===== config.mk =====
export PLATFORM = sky130hd
export DESIGN_NAME = apb_sram_bridge
export DESIGN_NICKNAME = d
export VERILOG_FILES = /design/src/rtl/apb_sram_bridge.sv
export SDC_FILE = /design/constraint.sdc
export NUM_CORES = 1
export LEC_CHECK = 0
export CORE_MARGIN = 3
export CORE_UTILIZATION = 32
export DETAILED_ROUTE_END_ITERATION = 12
export GPL_ROUTABILITY_DRIVEN = 0
export HOLD_SLACK_MARGIN = 0.15
export PLACE_DENSITY = 0.77
export SYNTH_ARGS = -nofsm -noshare
export SYNTH_HDL_FRONTEND = slang
export SYNTH_SLANG_ARGS = --single-unit
export TNS_END_PERCENT = 5

===== constraint.sdc =====
create_clock -name clk -period 1.59 [get_ports clk]
set_input_delay 0.2385 -clock clk [delete_from_list [all_inputs] [get_ports clk]]
set_output_delay 0.2385 -clock clk [all_outputs]
set_load 0.05 [all_outputs]

===== src/rtl/apb_sram_bridge.sv =====
// APB3 completer bridging single APB transfers onto a 32x32 on-chip SRAM port.
//
// Converts byte addresses to word indices, inserts one wait state for the
// registered SRAM read, and reports misaligned or out-of-range accesses through
// pslverr without issuing any SRAM access.
//
// Ports:
//   clk, rst          clock; asynchronous active-high reset
//   psel, penable     APB select / access phase
//   pwrite            1 = write, 0 = read
//   paddr, pwdata     APB byte address / write data
//   prdata            APB read data (zero outside the read-completion cycle)
//   pready, pslverr   transfer complete / error (error valid only with pready)
//   sram_en, sram_we  SRAM enable (one cycle per legal access) / write enable
//   sram_addr         SRAM word index
//   sram_din          SRAM write data
//   sram_dout         SRAM read data, valid the cycle after a read enable
module apb_sram_bridge #(
  parameter int unsigned DATA_W  = 32,
  parameter int unsigned PADDR_W = 12,
  parameter int unsigned SRAM_AW = 10,
  parameter int unsigned DEPTH   = 32
) (
  input  logic               clk,
  input  logic               rst,
  input  logic               psel,
  input  logic               penable,
  input  logic               pwrite,
  input  logic [PADDR_W-1:0] paddr,
  input  logic [DATA_W-1:0]  pwdata,
  output logic [DATA_W-1:0]  prdata,
  output logic               pready,
  output logic               pslverr,
  output logic               sram_en,
  output logic               sram_we,
  output logic [SRAM_AW-1:0] sram_addr,
  output logic [DATA_W-1:0]  sram_din,
  input  logic [DATA_W-1:0]  sram_dout
);

  // One extra bit so DEPTH itself is representable in the range compare.
  localparam logic [SRAM_AW:0] DepthW = (SRAM_AW + 1)'(DEPTH);

  typedef enum logic [2:0] {
    StIdle,
    StWr,
    StRdIssue,
    StRdDone,
    StErr
  } state_e;

  state_e              state_q, state_d;
  logic [SRAM_AW-1:0]  addr_q, addr_d;
  logic [DATA_W-1:0]   wdata_q, wdata_d;
  logic                write_q, write_d;

  logic [SRAM_AW-1:0]  word_idx;
  logic                misaligned;
  logic                out_of_range;

  assign word_idx     = paddr[SRAM_AW+1:2];
  assign misaligned   = |paddr[1:0];
  assign out_of_range = {1'b0, word_idx} >= DepthW;

  always_ff @(posedge clk or posedge rst) begin
    if (rst) begin
      state_q <= StIdle;
      addr_q  <= '0;
      wdata_q <= '0;
      write_q <= 1'b0;
    end else begin
      state_q <= state_d;
      addr_q  <= addr_d;
      wdata_q <= wdata_d;
      write_q <= write_d;
    end
  end

  always_comb begin
    state_d = state_q;
    addr_d  = addr_q;
    wdata_d = wdata_q;
    write_d = write_q;
    unique case (state_q)
      StIdle: begin
        // Setup phase: capture the request; access phase follows next cycle.
        if (psel && !penable) begin
          addr_d  = word_idx;
          wdata_d = pwdata;
          write_d = pwrite;
          if (misaligned || out_of_range) begin
            state_d = StErr;
          end else if (pwrite) begin
            state_d = StWr;
          end else begin
            state_d = StRdIssue;
          end
        end
      end
      StWr:      state_d = StIdle;
      // Dropping psel here abandons the read before any pready is shown.
      StRdIssue: state_d = psel ? StRdDone : StIdle;
      StRdDone:  state_d = StIdle;
      StErr:     state_d = StIdle;
      default:   state_d = StIdle;
    endcase
  end

  // Outputs depend on registered state only (plus sram_dout for read data).
  always_comb begin
    sram_en   = (state_q == StWr) || (state_q == StRdIssue);
    sram_we   = (state_q == StWr) && write_q;
    sram_addr = sram_en ? addr_q : '0;
    sram_din  = (state_q == StWr) ? wdata_q : '0;
    pready    = (state_q == StWr) || (state_q == StRdDone) || (state_q == StErr);
    pslverr   = (state_q == StErr);
    prdata    = (state_q == StRdDone) ? sram_dout : '0;
  end

endmodule


==> impl_summary.log <==
INFO  metric antenna_left = 0
INFO  metric io_pins = 159
INFO  metric design.die.area = 8260 µm²
INFO  metric p_per_area = 538 nW/µm²
INFO  metric synth_top_area_share = 49.9%
INFO  metric cts.sinks = 46
INFO  metric synth.cells.most_frequent = sky130_fd_sc_hd__and2_1 (75), sky130_fd_sc_hd__dfrtp_1 (46), sky130_fd_sc_hd__mux2_2 (40)
INFO  metric timing.final.hold_violations = 0
INFO  metric insertion_delay = 0.29 ns
INFO  metric initial_utilization = 33.4%
INFO  metric vias_per_cell = 4.59
INFO  metric final.period_utilization = 113%
INFO  metric grt_pass1_vias = 2338
INFO  metric failed_checks = negative setup slack
INFO  metric synth_ff_type = sky130_fd_sc_hd__dfrtp_1
INFO  metric die_width = a little over 90 µm
INFO  metric yosysSeqAreaShare = about 50%
INFO  metric class_of_the_most_critical_hold_timing_path = input pin to async pin
INFO  metric numPortBuffers = 158
INFO  metric dp_hpwl = 6030 µm
INFO  metric row_count = 30
INFO  metric htree_num_levels = 2
INFO  metric period_needed = 1.80 ns
INFO  metric grt.total_usage = 19.0%
INFO  metric ys_async_sr_fraction = 100%
INFO  metric crit_required = 1.35 ns
INFO  metric timing_worst_setup_path_type = flop to primary output
INFO  metric seq_area = 1150 µm²
INFO  metric synth_fp_nets = 273
INFO  metric drc = 0
INFO  metric slew_worst_pin = 0.319 ns
INFO  metric fillCellCount = 422
INFO  metric final_cell_area = 5320 µm²
INFO  metric worst_case_clock_skew = 0.00754 ns
INFO  metric ys_seq_elements = 46
INFO  metric synth.cell_area = between 2000 and 2500 µm²
INFO  metric dpl.cell_count = 450
INFO  metric status = finished with violations
INFO  metric synth.distinct_cells = 19
INFO  metric worst_path_clk_slew = 0.09 ns
INFO  metric ctsRootBufferMaster = sky130_fd_sc_hd__clkbuf_8
INFO  metric max-vdd-ir-drop = 0.000494 V
INFO  metric postLayoutSetupSlackWorst = -0.208 ns
INFO  metric timing.critical_path.to_type = primary output
INFO  metric share_of_final_layout_standard_cells_stronger_than_drive_strength_1 = 63.7%
INFO  metric critical_path_arrival = approximately 1.6 ns
INFO  metric final-instance-count-excl-fill = 465
INFO  metric post-synth-top-count-cell = sky130_fd_sc_hd__and2_1
INFO  metric finish.utilization = 77.1%
INFO  metric number_of_antenna_violations_at_the_first_check_in_global_routing = 0
INFO  metric clock_tree_from_tritoncts = built
INFO  metric tritoncts.num_buffers = 5
INFO  metric yosysWarnings = 0
INFO  metric detail_route.first_pass.iterations = 3
INFO  metric setup_total_negative_slack = -18.81 ns
INFO  metric cap_viol_max_count = 0
INFO  metric setup-violations-final = 120
INFO  metric grt_setup_unrepaired = true
INFO  metric crit_fanout = 17
INFO  metric synthDominantAreaCellType = sky130_fd_sc_hd__dfrtp_1
INFO  metric dpl-instance-area = 4930 µm²
INFO  metric synthTopCellsByArea = sky130_fd_sc_hd__dfrtp_1 (50%), sky130_fd_sc_hd__and2_1 (20%), sky130_fd_sc_hd__mux2_2 (20%), sky130_fd_sc_hd__buf_6 (2.0%), sky130_fd_sc_hd__mux2_1 (1.5%)
INFO  metric final_max_slew_viol_count = 0
INFO  metric cell_count_after_synthesis = 192
INFO  metric setup.worst_path.start_class = flop
INFO  metric max_slew_margin = 78.8%
INFO  metric grt_pass1_wl = 12400 µm
INFO  metric antenna-diode-count = 0
INFO  metric dr_total_vias = 2136
INFO  metric postCtsHoldBufs = 0
INFO  metric edff_count_synth = 0
INFO  metric fin_worst_hold_slack = between 0.3 and 0.4 ns
INFO  metric detail_route.wirelength = just over 8000 µm
INFO  metric cts_max_path_buffers = 2
INFO  metric routedWlPerCell = 17.8 µm
INFO  metric detailedRoute.firstIterationViolations = 53
INFO  metric largest_net_degree_at_the_start_of_global_routing = 47
INFO  metric post_synth.cell_area_avg = 12.0 µm²
INFO  metric cellLeakagePower = 2.24 nW
INFO  metric syn_to_final_growth = 131%
INFO  metric max_clock_freq = about 0.56 GHz
INFO  metric grt_overflow = 0
INFO  metric placeableCoreArea = 6910 µm²
INFO  metric total_number_of_nets_in_the_final_design = 449
INFO  metric multi_input_area = 1310 µm²
INFO  metric die_height = 90.9 µm
kinds of logic (layout without fill, tap and decap cells):
family                 count (synthesis)  count (layout)  synth area share [%]
buffers and inverters                 14             191                  3.58
AO/OA/AOI/OAI                          3               3                  1.09
flip-flops                            46              46                  49.9
XOR/XNOR                               1               1                 0.380
AND/OR/NAND/NOR                       85              85                  24.0
multiplexers                          43              43                  21.0
cell type report:
type                       count  area share, %
multi-input combinational    132           24.6
tap                           96           2.26
sequential                    46           21.7
inverter                       3          0.212
timing repair buffer         180           49.2
clock inverter                 3          0.752
clock buffer                   5           1.29
layer usage:
metal  track usage (%)  up-vias  routed length [µm]
li1                  -      977                   -
met1              20.2     1050                3000
met2              37.2      101                4580
met3              5.17        8                 614
met4              3.89        0                  92
met5                 0        -                   0
state kept, by name, indices dropped and copies added (netlist names):
name and cells:
write_q 1, state_q 3, addr_q 10, wdata_q 32
power breakdown:
group	internal [mW]	total, mW	leakage, nW	switching [mW]
logic	0.377	0.541	1.64	0.164
registers	1.37	1.47	0.542	0.105
clock network	0.463	0.850	0.0579	0.387
total	2.21	2.86	2.24	0.657
through the flow:
step	total power, mW	setup slack [ns]
CTS	2.89	-0.221
finish	2.86	-0.208
global placement	1.97	-0.331
global route	3.00	-0.267
floorplan	1.71	-0.114
detailed placement	2.01	-0.367
worst max-delay path, stage by stage (launching register included):
cell                      delay [ns]
sky130_fd_sc_hd__dfrtp_2        0.45
sky130_fd_sc_hd__nor3b_4        0.22
sky130_fd_sc_hd__buf_4          0.15
sky130_fd_sc_hd__buf_12         0.14
sky130_fd_sc_hd__and2_4         0.16
sky130_fd_sc_hd__buf_12         0.13
placed cells by master (no fill, tap or decap), drive strengths merged:
cell type      instances
a21o                   1
a31o                   2
and2                  75
and3                   1
buf                   99
bufinv                 1
clkbuf                 6
clkdlybuf4s50         80
clkinv                 2
dfrtp                 46
inv                    3
mux2                  43
nand2b                 1
nor2                   1
nor2b                  1
nor3                   1
nor3b                  2
nor4                   2
or4                    1
xnor2                  1
final timing paths:
check                                    end  slack (ns)  cells after the start         from
worst max-delay path            sram_din[24]       -0.21                      5   state_q[1]
worst min-delay path             wdata_q[28]        0.34                      3          rst
worst max register to register     addr_q[3]       -0.15                      4   state_q[2]
worst min register to register   wdata_q[18]        0.50                      1  wdata_q[18]
max in group asynchronous         state_q[1]        0.98                      3          rst
min in group clk                 wdata_q[18]        0.50                      1  wdata_q[18]
timing repair:
item | 4_1_cts | 5_1_grt
pin swaps | 21 | 22
hold endpoints to repair | 0 | 0
setup buffers | 5 | 0
gates resized for setup | 64 | 24
setup endpoints to repair | 123 | 123
gates cloned | 1 | 1
(Power assumes the default switching activity.)
